==> src/rtl/ariane_pkg.sv <==
// Minimal copy of the CVA6 exception type used on the MMU interface, so this
// block can be built without the full core package tree.
package ariane_pkg;

  typedef struct packed {
    logic [63:0] cause;
    logic [63:0] tval;
    logic        valid;
  } exception_t;

  localparam logic [63:0] LOAD_PAGE_FAULT  = 64'd13;
  localparam logic [63:0] STORE_PAGE_FAULT = 64'd15;

endpackage

==> src/rtl/vlsu_mmu_requester_pkg.sv <==
// Shared types for the VLSU data-MMU requester: FSM states and the
// registered per-chunk response.
package vlsu_mmu_requester_pkg;

  localparam int unsigned PkgPaddrWidth = 56;
  localparam int unsigned PkgPageBits   = 12;
  localparam int unsigned PageSize      = 1 << PkgPageBits;

  typedef enum logic [1:0] {
    ST_IDLE,
    ST_REQ,
    ST_WAIT,
    ST_OUT
  } state_e;

  // Response fields are sized for the default address geometry.
  typedef struct packed {
    logic [PkgPaddrWidth-1:0] paddr;
    logic [PkgPageBits:0]     bytes;
    logic                     last;
    ariane_pkg::exception_t   exception;
    logic                     timeout;
  } resp_t;

endpackage

==> src/rtl/vlsu_page_chunker.sv <==
// Combinational page splitter: the next chunk is whatever remains, capped at
// the distance to the next page boundary.
module vlsu_page_chunker
  import vlsu_mmu_requester_pkg::*;
#(
  parameter int unsigned LenWidth = 32,
  parameter int unsigned PageBits = 12
) (
  input  logic [PageBits-1:0] page_off_i,
  input  logic [LenWidth-1:0] remaining_i,
  output logic [PageBits:0]   bytes_o,
  output logic                last_o
);

  localparam logic [PageBits:0] PageSizeL = {1'b1, {PageBits{1'b0}}};

  logic [PageBits:0] room;
  logic [LenWidth-1:0] room_ext;

  always_comb begin
    room     = PageSizeL - {1'b0, page_off_i};
    room_ext = LenWidth'(room);
    last_o   = (remaining_i <= room_ext);
    bytes_o  = last_o ? remaining_i[PageBits:0] : room;
  end

endmodule

==> src/rtl/vlsu_mmu_requester.sv <==
// VLSU data-MMU requester: splits an access into page chunks, translates each
// and streams results downstream. VLSU_MMU_REQUESTER_PERF_EN adds perf counters.
module vlsu_mmu_requester
  import vlsu_mmu_requester_pkg::*;
#(
  parameter int unsigned VaddrWidth    = 64,
  parameter int unsigned PaddrWidth    = PkgPaddrWidth,
  parameter int unsigned PageBits      = PkgPageBits,
  parameter int unsigned LenWidth      = 32,
  parameter int unsigned TimeoutCycles = 1024
) (
  input  logic                   clk_i,
  input  logic                   rst_i,
  input  logic                   translation_en_i,
  input  logic                   acc_valid_i,
  output logic                   acc_ready_o,
  input  logic [VaddrWidth-1:0]  acc_vaddr_i,
  input  logic [LenWidth-1:0]    acc_len_i,
  input  logic                   acc_is_store_i,
  output logic                   mmu_en_ld_st_translation_o,
  output logic                   mmu_req_o,
  output logic [VaddrWidth-1:0]  mmu_vaddr_o,
  output logic                   mmu_is_store_o,
  input  logic                   mmu_valid_i,
  input  logic [PaddrWidth-1:0]  mmu_paddr_i,
  input  ariane_pkg::exception_t mmu_exception_i,
  output logic                   resp_valid_o,
  input  logic                   resp_ready_i,
  output logic [PaddrWidth-1:0]  resp_paddr_o,
  output logic [PageBits:0]      resp_bytes_o,
  output logic                   resp_last_o,
  output ariane_pkg::exception_t resp_exception_o,
  output logic                   resp_timeout_o,
  output logic                   spurious_valid_o,
  output logic [31:0]            perf_xlat_o,
  output logic [31:0]            perf_wait_o,
  output logic [31:0]            perf_exc_o
);

  localparam int unsigned TmoW = (TimeoutCycles > 1) ? $clog2(TimeoutCycles) : 1;
  localparam logic [TmoW-1:0] TmoLast = TmoW'(TimeoutCycles - 1);

  state_e                state_q, state_d;
  logic [VaddrWidth-1:0] vaddr_q, vaddr_d;
  logic [LenWidth-1:0]   rem_q, rem_d;
  logic                  store_q, store_d;
  logic [TmoW-1:0]       tmo_q, tmo_d;
  resp_t                 resp_q, resp_d;

  logic [PageBits:0] chunk_bytes;
  logic              chunk_last;
  logic              tmo_hit;

  vlsu_page_chunker #(
    .LenWidth (LenWidth),
    .PageBits (PageBits)
  ) u_chunker (
    .page_off_i  (vaddr_q[PageBits-1:0]),
    .remaining_i (rem_q),
    .bytes_o     (chunk_bytes),
    .last_o      (chunk_last)
  );

  assign tmo_hit = (tmo_q == TmoLast);

  always_comb begin
    state_d = state_q;
    vaddr_d = vaddr_q;
    rem_d   = rem_q;
    store_d = store_q;
    tmo_d   = tmo_q;
    resp_d  = resp_q;
    case (state_q)
      ST_IDLE: begin
        if (acc_valid_i) begin
          vaddr_d = acc_vaddr_i;
          rem_d   = acc_len_i;
          store_d = acc_is_store_i;
          resp_d  = '0;
          if (acc_len_i == '0) begin
            resp_d.last = 1'b1;
            state_d     = ST_OUT;
          end else begin
            state_d = ST_REQ;
          end
        end
      end
      ST_REQ: begin
        resp_d       = '0;
        resp_d.bytes = chunk_bytes;
        resp_d.last  = chunk_last;
        if (translation_en_i) begin
          tmo_d   = '0;
          state_d = ST_WAIT;
        end else begin
          resp_d.paddr = vaddr_q[PaddrWidth-1:0];
          state_d      = ST_OUT;
        end
      end
      ST_WAIT: begin
        // A real answer beats a timeout landing in the same cycle.
        if (mmu_valid_i) begin
          resp_d.paddr     = mmu_paddr_i;
          resp_d.exception = mmu_exception_i;
          resp_d.last      = chunk_last | mmu_exception_i.valid;
          state_d          = ST_OUT;
        end else if (tmo_hit) begin
          resp_d.timeout = 1'b1;
          resp_d.last    = 1'b1;
          state_d        = ST_OUT;
        end else begin
          tmo_d = tmo_q + 1'b1;
        end
      end
      ST_OUT: begin
        if (resp_ready_i) begin
          if (resp_q.exception.valid || resp_q.timeout) begin
            rem_d   = '0;
            state_d = ST_IDLE;
          end else begin
            rem_d   = rem_q - LenWidth'(resp_q.bytes);
            vaddr_d = vaddr_q + VaddrWidth'(resp_q.bytes);
            state_d = resp_q.last ? ST_IDLE : ST_REQ;
          end
        end
      end
      default: state_d = ST_IDLE;
    endcase
  end

  always_ff @(posedge clk_i) begin
    if (rst_i) begin
      state_q <= ST_IDLE;
      vaddr_q <= '0;
      rem_q   <= '0;
      store_q <= 1'b0;
      tmo_q   <= '0;
      resp_q  <= '0;
    end else begin
      state_q <= state_d;
      vaddr_q <= vaddr_d;
      rem_q   <= rem_d;
      store_q <= store_d;
      tmo_q   <= tmo_d;
      resp_q  <= resp_d;
    end
  end

  assign acc_ready_o                = ~rst_i & (state_q == ST_IDLE);
  assign mmu_en_ld_st_translation_o = translation_en_i;
  assign mmu_req_o                  = ~rst_i & (state_q == ST_REQ) & translation_en_i;
  assign mmu_vaddr_o                = vaddr_q;
  assign mmu_is_store_o             = store_q;
  assign spurious_valid_o           = ~rst_i & mmu_valid_i & (state_q != ST_WAIT);
  assign resp_valid_o               = (state_q == ST_OUT);
  assign resp_paddr_o               = resp_q.paddr;
  assign resp_bytes_o               = resp_q.bytes;
  assign resp_last_o                = resp_q.last;
  assign resp_exception_o           = resp_q.exception;
  assign resp_timeout_o             = resp_q.timeout;

`ifdef VLSU_MMU_REQUESTER_PERF_EN
  logic [31:0] perf_xlat_q, perf_xlat_d;
  logic [31:0] perf_wait_q, perf_wait_d;
  logic [31:0] perf_exc_q, perf_exc_d;
  logic        exc_evt;

  assign exc_evt = (state_q == ST_WAIT) &
                   (mmu_valid_i ? mmu_exception_i.valid : tmo_hit);

  always_comb begin
    perf_xlat_d = perf_xlat_q;
    perf_wait_d = perf_wait_q;
    perf_exc_d  = perf_exc_q;
    if (mmu_req_o && perf_xlat_q != '1) perf_xlat_d = perf_xlat_q + 1'b1;
    if (state_q == ST_WAIT && perf_wait_q != '1) perf_wait_d = perf_wait_q + 1'b1;
    if (exc_evt && perf_exc_q != '1) perf_exc_d = perf_exc_q + 1'b1;
  end

  always_ff @(posedge clk_i) begin
    if (rst_i) begin
      perf_xlat_q <= '0;
      perf_wait_q <= '0;
      perf_exc_q  <= '0;
    end else begin
      perf_xlat_q <= perf_xlat_d;
      perf_wait_q <= perf_wait_d;
      perf_exc_q  <= perf_exc_d;
    end
  end

  assign perf_xlat_o = perf_xlat_q;
  assign perf_wait_o = perf_wait_q;
  assign perf_exc_o  = perf_exc_q;
`else
  assign perf_xlat_o = '0;
  assign perf_wait_o = '0;
  assign perf_exc_o  = '0;
`endif

endmodule

==> config.mk <==
export PLATFORM = sky130hd
export DESIGN_NAME = vlsu_mmu_requester
export DESIGN_NICKNAME = d
export VERILOG_FILES = /design/src/rtl/ariane_pkg.sv /design/src/rtl/vlsu_mmu_requester_pkg.sv /design/src/rtl/vlsu_page_chunker.sv /design/src/rtl/vlsu_mmu_requester.sv
export SDC_FILE = /design/constraint.sdc
export NUM_CORES = 1
export LEC_CHECK = 0
export BUFFER_PORTS_ARGS = -buffer_cell sky130_fd_sc_hd__buf_4
export CAP_MARGIN = 20
export CORE_AREA = 2 2 252 254
export DETAILED_ROUTE_END_ITERATION = 10
export DIE_AREA = 0 0 254 256
export GPL_TIMING_DRIVEN = 0
export PLACE_DENSITY_LB_ADDON = 0.05
export SLEW_MARGIN = 20
export SYNTH_ARGS = -nofsm -noshare
export SYNTH_HDL_FRONTEND = slang
export SYNTH_HIERARCHICAL = 1
export SYNTH_SLANG_ARGS = --single-unit
==> constraint.sdc <==
create_clock -name clk_i -period 4.1 [get_ports clk_i]
set_input_delay 0.82 -clock clk_i [delete_from_list [all_inputs] [get_ports clk_i]]
set_output_delay 0.82 -clock clk_i [all_outputs]
set_load 0.01 [all_outputs]
==> results of run 1 <==
[path summary, 6_finish.rpt]
path | from | end | slack, ns | cells after the start
setup / recovery | rst_i | spurious_valid_o | 0.03 | 5
hold / removal | resp_paddr_o[34] | resp_paddr_o[34] | 0.46 | 2
setup reg to reg | state_q[0] | mmu_vaddr_o[24] | 0.10 | 9
hold reg to reg | resp_paddr_o[34] | resp_paddr_o[34] | 0.46 | 2
[timing repair]
item                       in CTS  in global routing
pin swaps                       0                  2
buffers inserted                0                  3
resized for setup               2                 12
setup endpoints to repair       1                 36
[state kept, by name, summed over array words and instances (netlist names), 2 cells and up]
signal and cells:
rem_q 32, state_q 2, tmo_q 10, resp_paddr_o 56, resp_bytes_o 13, mmu_vaddr_o 64
resp_exception_o 129
[final cells by class]
cell class	instances	area share, %
clock buffers	63	5.20
inverters	45	0.726
repair buffers	559	18.0
well taps	846	4.55
flip-flops and latches	309	26.6
plain buffers	242	5.64
clock inverters	5	0.263
multi-input cells	1495	39.0
diodes	2	0.0215
[cells in the mapped netlist (all sizes together), types with 11 or more instances]
library cell | instances | area share [%]
nand4 | 25 | 0.96
inv | 44 | 1.0
a22oi | 147 | 6.8
dfxtp | 309 | 38
clkbuf | 126 | 2.9
nor2b | 13 | 0.50
buf | 116 | 5.1
xor2 | 16 | 0.86
mux2i | 21 | 1.3
nand2 | 157 | 3.6
nor4 | 27 | 1.2
and3 | 35 | 1.3
o211ai | 16 | 0.74
a31oi | 14 | 0.54
ha | 46 | 3.5
nor2 | 242 | 5.6
a311oi | 11 | 0.59
or3 | 15 | 0.62
nand3 | 104 | 3.2
a22o | 56 | 3.0
a21o | 15 | 0.69
xnor2 | 14 | 0.75
a211oi | 31 | 1.4
a21oi | 130 | 4.1
nor3 | 34 | 1.1
o21ai | 58 | 1.8
and2 | 12 | 0.46
[layout by cell type, fill, tap and decap left out, types with 24 or more instances in the layout]
master	n
nor2_1	241
clkbuf_16	42
clkbuf_1	136
a22oi_1	147
a211oi_1	31
nor4_1	24
nand3_1	104
a22o_1	56
inv_1	44
o21ai_0	56
and3_1	35
conb_1	96
nand4_1	25
nand2_1	157
nor3_1	32
buf_4	658
a21oi_1	129
dfxtp_1	307
ha_1	46
[routing by layer]
metal / part of all wire, % / vias up
li1: - / 8533
met1: 41 / 9045
met2: 48 / 788
met3: 7.6 / 150
met4: 3.3 / 2
met5: 0.0091 / -
[cells by family (layout without fill, tap and decap cells)]
kind of cell    count (synthesis)  count (layout)  synth area share (%)
simple gates                  709             709                  20.7
compound gates                589             589                  25.6
flops                         309             309                  37.9
buf+inv                       287             914                  9.04
fa+ha+maj                      48              48                  3.77
xor+xnor                       30              30                  1.61
mux                            23              23                  1.42
other cells                     1              98                0.0230
[power breakdown]
part	internal [mW]	total (mW)	switching [mW]
Sequential	3.57	4.53	0.955
Clock	2.08	3.51	1.43
Combinational	2.95	8.44	5.49
[per-stage QoR]
stage          worst slack, ns  TNS (ns)
5_1_grt                 0.0107         0
3_3_place_gp            -0.178    -0.668
4_1_cts                 0.0108         0
3_5_place_dp            -0.186    -0.186
6_report                0.0262         0
2_1_floorplan            0.541         0
[critical path, delay by kind of cell]
family / cells / cell delay [ns]
buffers and inverters: 4 / 2.32
and+or+nand+nor: 1 / 0.10
==> impl_metrics.toml, run 1 <==
[power_and_ir_drop]
power_per_cell_area_nw_per_um2 = 708
max-vdd-ir-drop_mv = 0.333
total_power_mw = 16.5
leakagePower_nw = 9.86

[global_routing]
global_route_wire_length_before_repair_mm = 124
grt_util_all_layers_pct = 25.9
grt_busiest_layer = "met2"
antenna_found_initial = 4
grt_overflow_total = 0
grtUsageMet1_pct = 33.2
met3_usage_pct = 5.28
grt.met2_usage_pct = 43.0
grt_start_max_net_pins = 12
vias_in_the_first_global_route = 17500

[setup_path]
timing.critical_path.slowest_cell_delay_ns = 0.91
worstSetupEndpointType = "output pin"
critPathRequiredTime_ns = 3.28
critical_path_arrival_ns = 3.25
slowest_stage = "clkbuf_1"
category_of_the_worst_setup_path_launch_point = "input port"
crit_path_max_fanout = 10
ordered_list_of_cells_on_the_worst_path = "clkbuf_1 -> clkbuf_1 -> clkbuf_1 -> nor3b_1 -> buf_4"
path_common_cell = "clkbuf_1"
setup.worst_path.class = "in -> out"

[clock_network]
clock_network_latency_to_the_later_pin_of_the_worst_skew_pair_ns = 0.56
cts_sinks = 309
cts.reportedPaths.clkPinSlew_ns = 0.06
tritoncts.num_buffers = 40
cts_hold_repair.buffers = 0
htreeDepth = 2
tritoncts_clock_tree = "built"
clock_tree.buffer_depth = 3
cts-root-buf = "clkbuf_16"

[floorplan]
chipHeight_microns = 256
die_area_sq_um = 65000
core_region_area_sq_um = 62400
top_ports = 654
number_of_placement_rows = 92
start_util_pct = 26.2
die_w_microns = 254

[sta]
rsz0062_at_grt = "no"
timing.final.setup_violations = 0
finalCritPeriodShare_pct = 99.4
worst_pin_slew_ns = 1.15
final_period_minus_worst_setup_slack_ns = 4.07
final-hold-violation-count = 0
max-slew-margin-rel_pct = 22.9
slew_violations = 0
highest_attainable_clock_frequency_mhz = 245
finalHoldWorstSlack_ns = 0.456
worst_clock_skew_ns = 0.0115

[synth]
syn_inst = 1996
synth-warning-count = 6
number_of_flops_mapped_to_enable_cells_by_yosys = 0
mean_post_synth_cell_area_sq_um = 8.18
synth.distinct_cells = 91
fraction_of_registers_with_async_set_or_reset_after_synthesis_pct = 0
synth_seq_cells = 309
dominantRegCellSynth = "dfxtp_1"
netlist_area_before_placement_sq_um = 16300
seq_area_frac_synth_pct = 37.9

[routing]
route.final.wire_length_mm = 88.0
via_per_inst = 5.19
route.detailed.wl_per_inst_microns = 24.7
dr.first_iter.drc_count = 1540
drt_drc_violations_left = 0
detailed_routing_iteration_count_for_the_pre_antenna_repair_pass = 6
vias = 18500
final_antenna_net_count = 0

[hold_path]
hp-class = "reg -> reg"

[final_layout]
regArea_sq_um = 6190
instances_no_fill = 3566
drive_above_1_share_pct = 27.9
final_core_utilization_pct = 37.3
layout.filler_cells = 6644
multi_input_comb_area_sq_um = 9080
area_growth_syn_to_layout_pct = 42.5
post-route-cell-area_sq_um = 23300
final_nets = 3028

[outcome]
run_status = "complete, no violations"

[place]
dpl-instance-area_sq_um = 21900
placed_wire_length_estimate_mm = 69.4
globalplace.congestion = 0.945
dp_cells = 3493
port_buffers = 556

[run]
max_cap_viol_count = 0
(Power assumes the default switching activity.)
==> inputs of run 2 (changes only) <==
--- a/config.mk
+++ b/config.mk
@@ -7,9 +7,11 @@
 export LEC_CHECK = 0
 export BUFFER_PORTS_ARGS = -buffer_cell sky130_fd_sc_hd__buf_4
 export CAP_MARGIN = 20
-export CORE_AREA = 2 2 252 254
+export CELL_PAD_IN_SITES_DETAIL_PLACEMENT = 0
+export CELL_PAD_IN_SITES_GLOBAL_PLACEMENT = 2
+export CORE_AREA = 2 2 257 259
 export DETAILED_ROUTE_END_ITERATION = 10
-export DIE_AREA = 0 0 254 256
+export DIE_AREA = 0 0 259 261
 export GPL_TIMING_DRIVEN = 0
 export PLACE_DENSITY_LB_ADDON = 0.05
 export SLEW_MARGIN = 20
==> run 2 against run 1 <==
Sequential cell count is the same. Global-route usage down 1.0 points. Worst hold slack got worse by 0.0022 ns.
==> impl_metrics.toml, run 2 (synthesized netlist as in run 1, its figures left out) <==
[outcome]
run_status = "complete, no violations"

[power_and_ir_drop]
power_per_cell_area_nw_per_um2 = 715
max-vdd-ir-drop_mv = 0.259
leakagePower_nw = 9.92

[hold_path]
hp-class = "reg -> reg"

[sta]
worst_pin_slew_ns = 1.06
slew_violations = 0
finalCritPeriodShare_pct = 97.8
max-slew-margin-rel_pct = 29.6
final-hold-violation-count = 0
worst_clock_skew_ns = 0.0124
highest_attainable_clock_frequency_mhz = 249
final_period_minus_worst_setup_slack_ns = 4.01
timing.final.setup_violations = 0

[final_layout]
final_nets = 3030
leading_cell_types_in_the_layout_fill_and_taps_excluded = "659 x buf_4, 307 x dfxtp_1, 241 x nor2_1, 157 x nand2_1, 147 x a22oi_1"
layout.cells.most_common = "buf_4"
final_core_utilization_pct = 36.0
drive_above_1_share_pct = 28.1
largest_reg_flops = 129
area_growth_syn_to_layout_pct = 43.4
layout.filler_cells = 6995
instances_no_fill = 3598

[place]
placed_wire_length_estimate_mm = 69.6
port_buffers = 556
dp_cells = 3512
globalplace.congestion = 0.884

[floorplan]
top_ports = 654
number_of_placement_rows = 94
die_area_sq_um = 67600
start_util_pct = 25.1
core_region_area_sq_um = 65000
chipHeight_microns = 261
die_w_microns = 259

[setup_path]
timing.critical_path.slowest_cell_delay_ns = 0.85
category_of_the_worst_setup_path_launch_point = "input port"
path_common_cell = "clkbuf_1"
crit_path_max_fanout = 10
cp_top_delay_family = "buffers and inverters"
critical_path_arrival_ns = 3.19
critPathRequiredTime_ns = 3.28
setup.worst_path.class = "in -> out"
worstSetupEndpointType = "output pin"
timing.reg2reg.setup_slack_ns = 0.16
cp.buffers_inverters = 4
ordered_list_of_cells_on_the_worst_path = "clkbuf_1 -> clkbuf_1 -> clkbuf_1 -> nor3b_1 -> buf_4"
slowest_stage = "clkbuf_1"

[global_routing]
grt_overflow_total = 0
grt_start_max_net_pins = 12
global_route_wire_length_before_repair_mm = 123
grt_util_all_layers_pct = 24.8
vias_in_the_first_global_route = 17600
antenna_found_initial = 6

[routing]
route.detailed.wl_per_inst_microns = 24.6
dr.first_iter.drc_count = 1469
route.final.wire_length_mm = 88.5
final_antenna_net_count = 0
drt_drc_violations_left = 0
vias = 18200
detailed_routing_iteration_count_for_the_pre_antenna_repair_pass = 5
via_per_inst = 5.07

[clock_network]
tritoncts.num_buffers = 41
htreeDepth = 2
cts_hold_repair.buffers = 0
cts_sinks = 309
tritoncts_clock_tree = "built"
clock_tree.buffer_depth = 3
cts-root-buf = "clkbuf_16"
cts.reportedPaths.clkPinSlew_ns = 0.05
clock_network_latency_to_the_later_pin_of_the_worst_skew_pair_ns = 0.58

[run]
max_cap_viol_count = 0
## run 2: cell count changes in the layout (fill, tap and decap cells not counted), sizes merged
cell,previous run,this run
diode,2,7
clkinv,5,8
buf,673,675
bufinv,1,3
clkinvlp,0,1
inv,44,45
## run 2: through the flow
stage | TNS [ns] | worst slack [ns] | power (mW) | area, sq um | hold WS, ns
6_report | 0 | 0.0889 | 16.8 | 23400 | 0.454
2_1_floorplan | 0 | 0.541 | 9.22 | 16700 | 0.454
3_3_place_gp | -2.62 | -0.247 | 12.9 | 21900 | 0.446
4_1_cts | 0 | 0.0155 | 16.7 | 23400 | 0.442
3_5_place_dp | -0.258 | -0.258 | 12.9 | 22000 | 0.449
5_1_grt | -0.0265 | -0.0265 | 17.8 | 23400 | 0.458
## run 2: path summary, 6_finish.rpt
| check | endpoint | from | cells after the start |
|---|---|---|---|
| max | spurious_valid_o | rst_i | 5 |
| min reg2reg | resp_paddr_o[5] | resp_paddr_o[5] | 2 |
| min | resp_paddr_o[5] | resp_paddr_o[5] | 2 |
| max reg2reg | mmu_vaddr_o[48] | state_q[0] | 11 |
## run 2: worst register-to-register path, delay by kind of cell (launching register included)
kind	cells	cell delay (ns)
AOI/OAI and AO/OA	3	0.57
adders and majority gates	1	0.19
buffers and inverters	5	1.82
DFF	1	0.39
and+or+nand+nor	2	0.88
## run 2: what timing repair did
| item | in CTS | in global routing |
|---|---|---|
| endpoints found under the hold margin | 0 | 0 |
| buffers inserted | 0 | 3 |
| pin swaps | 0 | 2 |
| setup endpoints to repair | 1 | 26 |
| gates resized for setup | 3 | 8 |
| gates cloned | 0 | 0 |
## run 2: layout make-up
type                    count  area [sq um]  share of cell area [%]
repair buffers            560          4200                    17.9
diodes                      7          17.5                  0.0748
plain buffers             242          1310                    5.60
clock buffers              64          1210                    5.18
multi-input cells        1495          9080                    38.8
flip-flops and latches    309          6190                    26.4
clock inverters            12           164                   0.700
well taps                 864          1080                    4.61
inverters                  45           169                   0.721
## run 2: metal layers
metal  global-route usage (%)  part of all wire (%)
met1                     32.6                    43
met2                     41.2                    47
met3                     4.13                   6.4
met4                     8.35                   3.4
met5                        0                 0.031
## run 2: power by group
part | internal (mW) | switching, mW | total (mW) | leakage (nW)
clock | 2.23 | 1.49 | 3.72 | 0.674
sequential | 3.57 | 0.959 | 4.53 | 2.51
combinational | 2.96 | 5.55 | 8.51 | 6.73
total | 8.77 | 7.99 | 16.8 | 9.92
==> inputs of run 3 (changes only) <==
--- a/config.mk
+++ b/config.mk
@@ -10,6 +10,7 @@
 export CELL_PAD_IN_SITES_DETAIL_PLACEMENT = 0
 export CELL_PAD_IN_SITES_GLOBAL_PLACEMENT = 2
 export CORE_AREA = 2 2 257 259
+export CTS_CLUSTER_DIAMETER = 60
 export DETAILED_ROUTE_END_ITERATION = 10
 export DIE_AREA = 0 0 259 261
 export GPL_TIMING_DRIVEN = 0
==> constraint.sdc (replaced) <==
create_clock -name clk_i -period 3.7 [get_ports clk_i]
set_input_delay 0.74 -clock clk_i [delete_from_list [all_inputs] [get_ports clk_i]]
set_output_delay 0.74 -clock clk_i [all_outputs]
set_load 0.01 [all_outputs]
==> run 3 against run 2 <==
Worst hold slack got worse by 0.056 ns. Clock skew increased by 0.0028 ns. Global-route usage about the same. Routed wire length about the same. Sequential share of layout area decreased by 0.16 points. Sequential power increased by 11%. Via count about the same. Critical path type is now reg -> reg. Critical endpoint is now resp_last_o. Largest cell class unchanged.
==> impl_metrics.toml, run 3 (synthesized netlist as in run 1, its figures left out) <==
[floorplan]
die_w_microns = 259
chipHeight_microns = 261
core_region_area_sq_um = 65000
die_area_sq_um = 67600
number_of_placement_rows = 94
top_ports = 654
start_util_pct = 25.1

[setup_path]
worstSetupEndpointType = "flip-flop"
crit_path_max_fanout = 11
category_of_the_worst_setup_path_launch_point = "flip-flop"
critical_path_arrival_ns = 4.07
critPathRequiredTime_ns = 4.20
setup.worst_path.class = "reg -> reg"

[global_routing]
global_route_wire_length_before_repair_mm = 123
antenna_found_initial = 5
grt_start_max_net_pins = 13
grt_util_all_layers_pct = 24.9
vias_in_the_first_global_route = 17700
grt_overflow_total = 0

[power_and_ir_drop]
total_power_mw = 18.8
power_per_cell_area_nw_per_um2 = 796
leakagePower_nw = 10.0
max-vdd-ir-drop_mv = 0.446

[final_layout]
final_nets = 3035
regArea_sq_um = 6190
multi_input_comb_area_sq_um = 9160
final_core_utilization_pct = 36.3
largest_reg_flops = 129
layout.cells.most_common = "buf_4"
area_growth_syn_to_layout_pct = 44.4
drive_above_1_share_pct = 29.3
instances_no_fill = 3600
leading_cell_types_in_the_layout_fill_and_taps_excluded = "661 x buf_4, 304 x dfxtp_1, 241 x nor2_1, 153 x nand2_1, 147 x a22oi_1"
layout.filler_cells = 6947

[clock_network]
clock_tree.buffer_depth = 3
cts-root-buf = "clkbuf_16"
cts.reportedPaths.clkPinSlew_ns = 0.06
tritoncts_clock_tree = "built"
htreeDepth = 2
tritoncts.num_buffers = 44
cts_sinks = 309
clock_network_latency_to_the_later_pin_of_the_worst_skew_pair_ns = 0.57

[routing]
final_antenna_net_count = 0
route.detailed.wl_per_inst_microns = 24.6
via_per_inst = 5.07
detailed_routing_iteration_count_for_the_pre_antenna_repair_pass = 6
route.final.wire_length_mm = 88.4
drt_drc_violations_left = 0
dr.first_iter.drc_count = 1422
vias = 18200

[hold_path]
hp-class = "in -> reg"

[sta]
max-slew-margin-rel_pct = 30.5
highest_attainable_clock_frequency_mhz = 280
final_period_minus_worst_setup_slack_ns = 3.57
timing.final.setup_violations = 0
final-hold-violation-count = 0
rsz0062_at_grt = "yes"
finalCritPeriodShare_pct = 96.4
worst_pin_slew_ns = 1.04
worst_clock_skew_ns = 0.0152
finalHoldWorstSlack_ns = 0.398
slew_violations = 0

[run]
max_cap_viol_count = 0

[place]
port_buffers = 556
globalplace.congestion = 0.884
placed_wire_length_estimate_mm = 69.6
dp_cells = 3512

[outcome]
run_status = "complete, no violations"
==> run 3: worst paths after layout <==
kind                        from              endpoint  slack [ns]  cells after the start
max               mmu_vaddr_o[0]           resp_last_o        0.13                     18
min          mmu_exception_i[75]  resp_exception_o[75]        0.40                      3
min reg2reg      resp_paddr_o[5]       resp_paddr_o[5]        0.45                      2
max reg2reg       mmu_vaddr_o[0]           resp_last_o        0.13                     18
==> run 3: critical path: stages (launching register included) <==
cell and delay [ns]:
dfxtp_4 0.39, inv_1 0.09, ha_2 0.19, nor3b_4 0.28
buf_4 0.16, buf_4 0.12, nand3b_1 0.10, ha_1 0.33
nand4_1 0.19, nor4_4 0.08, a21boi_2 0.16, a211o_2 0.33
a21oi_4 0.18, buf_12 0.18, a21oi_1 0.08, o21ai_1 0.12
o21ai_0 0.09, or2_2 0.31, a21oi_1 0.11
==> run 3: per-stage QoR <==
step	worst slack [ns]	cell area (sq um)	setup TNS, ns
final	0.132	23600	0
after global routing	-0.119	23600	-0.119
after CTS	0.00853	23500	0
after detailed placement	-0.658	22000	-10.07
after global placement	-0.647	21900	-19.52
after floorplan	0.141	16700	0
==> run 3: per-layer routing <==
layer  part of all wire (%)  wire [microns]  vias up  global-route usage [%]
met4                    3.5            3140        4                    8.64
met5                  0.031              27        -                       0
li1                       -               -     8568                       -
met1                     43           38200     8838                    32.6
met3                    6.4            5640      140                    4.56
met2                     47           41400      688                    41.0
==> run 3: what timing repair did <==
action                     4_1_cts  5_1_grt
hold buffers                     0        0
gates resized for setup         18       31
pin swaps                        2        4
setup endpoints to repair       52       68
buffers inserted                 2        3
cloned                           0        0
==> run 3: where the power goes <==
part           leakage [nW]  internal [mW]  switching [mW]
Sequential             2.52           3.96            1.08
Combinational          6.81           3.35            6.15
Clock                 0.712           2.55            1.68
Total                  10.0           9.87            8.92
==> run 3: layout make-up <==
cell class              instances  area share [%]
flip-flops and latches        309            26.3
plain buffers                 242            5.64
inverters                      45           0.716
clock buffers                  57            5.22
diodes                          5          0.0530
repair buffers                562            17.9
multi-input cells            1495            38.8
well taps                     864            4.58
clock inverters                21           0.832
